===== config.mk =====
export PLATFORM = sky130hd
export DESIGN_NAME = mul_repadd_ctrl
export DESIGN_NICKNAME = d
export VERILOG_FILES = /design/src/rtl/mul_repadd_pkg.sv /design/src/rtl/mul_operand_sel.sv /design/src/rtl/mul_repadd_ctrl.sv
export SDC_FILE = /design/constraint.sdc
export NUM_CORES = 1
export LEC_CHECK = 0
export CAP_MARGIN = 20
export CORE_MARGIN = 8
export CORE_UTILIZATION = 54
export DETAILED_ROUTE_END_ITERATION = 10
export PLACE_DENSITY = 0.95
export SLEW_MARGIN = 30
export SYNTH_ARGS = -nofsm -noshare
export SYNTH_HDL_FRONTEND = slang
export SYNTH_SLANG_ARGS = --single-unit

===== constraint.sdc =====
create_clock -name clk -period 4.7 [get_ports clk]
set_input_delay 0.705 -clock clk [delete_from_list [all_inputs] [get_ports clk]]
set_output_delay 0.705 -clock clk [all_outputs]
set_load 0.1 [all_outputs]

===== src/rtl/mul_repadd_pkg.sv =====
// Shared types and defaults for the repeated-addition multiplier controller.
package mul_repadd_pkg;

  localparam int unsigned DEFAULT_WIDTH = 16;

  typedef enum logic [2:0] {
    IDLE   = 3'd0,
    LOAD_A = 3'd1,
    LOAD_B = 3'd2,
    CALC   = 3'd3,
    DONE   = 3'd4
  } state_t;

endpackage


===== src/rtl/mul_operand_sel.sv =====
// Operand capture register with optional unsigned ordering, so the smaller
// operand becomes the iteration count and the add loop stays short.
module mul_operand_sel
  import mul_repadd_pkg::*;
#(
  parameter int unsigned WIDTH   = DEFAULT_WIDTH,
  parameter int unsigned SWAP_EN = 1
) (
  input  logic             clk,
  input  logic             rst,
  input  logic             capture,
  input  logic [WIDTH-1:0] op_a,
  input  logic [WIDTH-1:0] op_b,
  output logic [WIDTH-1:0] mcand,
  output logic [WIDTH-1:0] mcount
);

  logic [WIDTH-1:0] mcand_q, mcand_d;
  logic [WIDTH-1:0] mcount_q, mcount_d;

  always_comb begin
    mcand_d  = mcand_q;
    mcount_d = mcount_q;
    if (capture) begin
      // A tie keeps the original order.
      if ((SWAP_EN != 0) && (op_a < op_b)) begin
        mcand_d  = op_b;
        mcount_d = op_a;
      end else begin
        mcand_d  = op_a;
        mcount_d = op_b;
      end
    end
  end

  always_ff @(posedge clk) begin
    if (rst) begin
      mcand_q  <= '0;
      mcount_q <= '0;
    end else begin
      mcand_q  <= mcand_d;
      mcount_q <= mcount_d;
    end
  end

  assign mcand  = mcand_q;
  assign mcount = mcount_q;

endmodule


===== src/rtl/mul_repadd_ctrl.sv =====
// Control FSM for the repeated-addition multiplier: loads A and B over the
// shared bus, clears P, then adds A into P until the B counter reaches zero.
module mul_repadd_ctrl
  import mul_repadd_pkg::*;
#(
  parameter int unsigned WIDTH   = DEFAULT_WIDTH,
  parameter int unsigned SWAP_EN = 1
) (
  input  logic             clk,
  input  logic             rst,
  input  logic             start,
  input  logic [WIDTH-1:0] op_a,
  input  logic [WIDTH-1:0] op_b,
  input  logic             eqz,
  output logic [WIDTH-1:0] data_in,
  output logic             LdA,
  output logic             LdB,
  output logic             LdP,
  output logic             clrP,
  output logic             decB,
  output logic             busy,
  output logic             done
);

  state_t           state_q, state_d;
  logic             capture;
  logic [WIDTH-1:0] mcand;
  logic [WIDTH-1:0] mcount;

  assign capture = (state_q == IDLE) && start;

  mul_operand_sel #(
    .WIDTH  (WIDTH),
    .SWAP_EN(SWAP_EN)
  ) u_operand_sel (
    .clk    (clk),
    .rst    (rst),
    .capture(capture),
    .op_a   (op_a),
    .op_b   (op_b),
    .mcand  (mcand),
    .mcount (mcount)
  );

  always_ff @(posedge clk) begin
    if (rst) begin
      state_q <= IDLE;
    end else begin
      state_q <= state_d;
    end
  end

  always_comb begin
    state_d = state_q;
    case (state_q)
      IDLE:    if (start) state_d = LOAD_A;
      LOAD_A:  state_d = LOAD_B;
      LOAD_B:  state_d = CALC;
      CALC:    if (eqz) state_d = DONE;
      DONE:    state_d = IDLE;
      default: state_d = IDLE;
    endcase
  end

  // eqz only matters in CALC; every other state decodes without it.
  always_comb begin
    data_in = '0;
    LdA     = 1'b0;
    LdB     = 1'b0;
    LdP     = 1'b0;
    clrP    = 1'b0;
    decB    = 1'b0;
    busy    = 1'b0;
    done    = 1'b0;
    case (state_q)
      LOAD_A: begin
        data_in = mcand;
        LdA     = 1'b1;
        busy    = 1'b1;
      end
      LOAD_B: begin
        data_in = mcount;
        LdB     = 1'b1;
        clrP    = 1'b1;
        busy    = 1'b1;
      end
      CALC: begin
        busy = 1'b1;
        if (!eqz) begin
          LdP  = 1'b1;
          decB = 1'b1;
        end
      end
      DONE: begin
        busy = 1'b1;
        done = 1'b1;
      end
      default: ;
    endcase
  end

endmodule


==> metrics.md <==
| Metric | Value |
|---|---|
| CTS sink cnt | `35` |
| Chip Height | `83.68 um` |
| Share of cells above drive strength 1 | `20.56%` |
| WP data arrival | `3.00 ns` |
| Worst Tran Pin Value | `0.9948 ns` |
| Initial antenna violation count | `0` |
| Met3 Resource Use GR | `5.078%` |
| Max-cap violations | `0` |
| Number of global-route vias before repair | `2369` |
| IO Count | `59` |
| Largest net degree at the start of global routing | `36` |
| GRT met2 Usage | `32.91%` |
| Count of final setup violators | `0` |
| DR WL/cell | `18.06 um` |
| CTS Buf Count | `5` |
| P_leak | `1.180 nW` |
| Worst clock skew | `0.004546 ns` |
| Tmin final | `3.700 ns` |
| Placed Cells | `367` |
| R2r setup slk | `2.83 ns` |
| Syn Nets | `325` |
| Cell with the largest stage delay on the worst path | `clkdlybuf4s50_1` |
| Design Power | `970.9 uW` |
| Most common cell after layout, fill and taps aside | `nor2_1` |
| Layout Cells excl Fill | `373` |
| Routed vias | `2360` |
| Core area | `4384 um2` |
| Clock root buffer | `clkbuf_8` |
| Reg2reg start | `state_q[1]$_SDFFE_PP0P_` |
| H-tree Lvls | `2` |
| Hold Fails Final Rpt | `0` |
| FP Rows | `24` |
| Period utilisation layout | `78.73%` |
| Die X-Extent | `83.68 um` |
| Rel. slew slack | `33.47%` |
| CTS tree | `built` |
| Highest-count cells in the layout ignoring fill and taps | `68 x nor2_1, 48 x clkdlybuf4s50_1, 35 x dfxtp_1, 31 x a2111oi_2, 24 x a21boi_1` |
| Total global routing overflow | `0` |
| Clock slew at reported path FFs | `0.07 ns` |
| GRT Resource Usage Total | `18.90%` |
| Max-slew violation count | `0` |
| Setup_tns | `0 ns` |
| FMAX | `270.2 MHz` |
| CP startpoint kind | `flop` |
| RSZ-0062 raised after global routing | `false` |
| Fin nets | `373` |
| Starting density of the core | `56.42%` |
| GR peak layer | `met2` |
| Placer Congestion | `0.7674` |
| Register bit total from synthesis | `35` |
| Met1 global-route usage | `22.38%` |
| Vias/cell | `6.327` |
| PwrDens | `313.7 nW/um2` |
| Peak supply drop | `204.0 uV` |
| Netlist cell types | `34` |
| Number of buffers inserted by port buffering | `58` |
| Sequential fraction of the synthesis area | `28.33%` |
| DRT Pass-1 Iters | `5` |
| CP required | `3.99 ns` |
| Area growth syn-to-layout | `25.14%` |
| Min-Delay Path Class | `reg2reg` |
| Clock tree buffer depth | `2` |
| Hold buffer count at cts | `0` |
| Post_cts resized | `0` |
| Post-route ant nets | `0` |
| Clk_lat worst skew | `0.29 ns` |
| Crit. Startpoint | `state_q[1]$_SDFFE_PP0P_` |
| Status | `finished clean` |
| Post-CTS Setup Inserts | `0` |
| First-pass GRT wire length | `11270 um` |
| Crit path largest cell delay | `1.15 ns` |
| Inserted Diodes | `0` |
| Critical path capture point type | `output port` |
| Min-Delay Startpoint | `u_operand_sel.mcount[9]$_SDFFE_PP0P_` |
| DR iter-0 viols | `195` |
| Hpwl dp | `4694 um` |
| DR DRC count | `0` |
| CP cell instances | `nor3b_2 > buf_4 > clkdlybuf4s50_1` |
| CP max FO | `10` |
| Post-synthesis instance area | `2474 um2` |
| Synthesis Warnings | `0` |
| Syn avg cell area | `9.028 um2` |
| Syn Inst Count | `274` |
| DIE AREA | `7002 um2` |
| Final wirelength | `6735 um` |
| Critical path class | `reg2out` |
## routing by layer
| metal | vias up | part of all wire, % |
|---|---|---|
| li1 | 1104 | - |
| met1 | 1131 | 43 |
| met2 | 116 | 49 |
| met3 | 9 | 7.1 |
| met4 | 0 | 0.79 |
| met5 | - | 0 |
## worst paths after layout
kind                                     endpoint  depth (start not counted)
min reg2reg  u_operand_sel.mcount[9]$_SDFFE_PP0P_                          2
max reg2reg  u_operand_sel.mcount[9]$_SDFFE_PP0P_                          6
max                                          clrP                          3
min          u_operand_sel.mcount[9]$_SDFFE_PP0P_                          2
## synthesized netlist by cell type
library cell	n	area share, %
inv_1	17	2.6
nor3b_1	1	0.30
a2111oi_0	1	0.35
nand3b_1	2	0.61
nor3b_2	1	0.51
nor4_1	1	0.25
a21boi_2	6	2.7
a21boi_1	24	7.3
a311oi_1	1	0.35
nor3_2	1	0.40
dfxtp_1	35	28
a21boi_0	2	0.61
clkbuf_1	12	1.8
nor2_1	68	10
xnor2_1	1	0.35
a2111o_1	1	0.46
nor4b_2	1	0.61
nor3_1	2	0.40
a2111oi_2	31	19
o21ai_0	3	0.61
buf_4	5	1.5
nand2_1	2	0.30
and2_1	1	0.25
a21oi_1	7	1.4
and3_1	1	0.25
nand4_1	4	1.0
nand2b_1	2	0.51
buf_2	3	0.61
a22o_1	16	5.7
ha_1	15	7.6
and2_2	1	0.30
a31oi_4	1	0.86
buf_6	4	1.8
nand3_1	1	0.20
## state kept, by name (all words and copies together) (netlist names)
register / cells
u_operand_sel.mcand: 16
u_operand_sel.mcount: 16
state_q: 3
## cell type report
| type | count | area, um2 |
|---|---|---|
| repair buffers | 65 | 608.1 |
| fillers | 336 | 1289 |
| inverters | 17 | 63.81 |
| flip-flops and latches | 35 | 700.7 |
| clock buffers | 6 | 72.57 |
| multi-input cells | 198 | 1585 |
| well taps | 52 | 65.06 |
## power breakdown
part | internal [mW] | switching (mW)
Combinational | 0.137 | 0.276
Clock | 0.0988 | 0.106
Sequential | 0.332 | 0.0215
Total | 0.568 | 0.403
## per-stage QoR
stage	util, %	hold WS [ns]	cell area, um2	worst slack, ns
finish	70.60	0.5229	3095	0.9996
global route	70.60	0.5361	3095	0.9299
CTS	70.52	0.5193	3092	1.029
detailed placement	68.86	0.5101	3019	1.346
global placement	68.86	0.4982	3019	1.354
floorplan	-	0.4797	2474	0.9867
## critical path: cells and delay by family, from the launching register on
family	cells	cell delay, ns
DFF	1	0.50
and+or+nand+nor	1	0.78
buffers and inverters	2	1.43
## logic make-up (layout without fill, tap and decap cells)
kind of cell               Yosys count  in the layout  share of synthesized area (%)
AOI/OAI and AO/OA                   93             93                          39.15
and+or+nand+nor                     89             89                          16.24
DFF                                 35             35                          28.33
xor gates and xnor gates             1              1                         0.3541
buffers and inverters               41             88                          8.346
adders and majority gates           15             15                          7.587
Note: power is estimated with default switching activity, not from simulation.
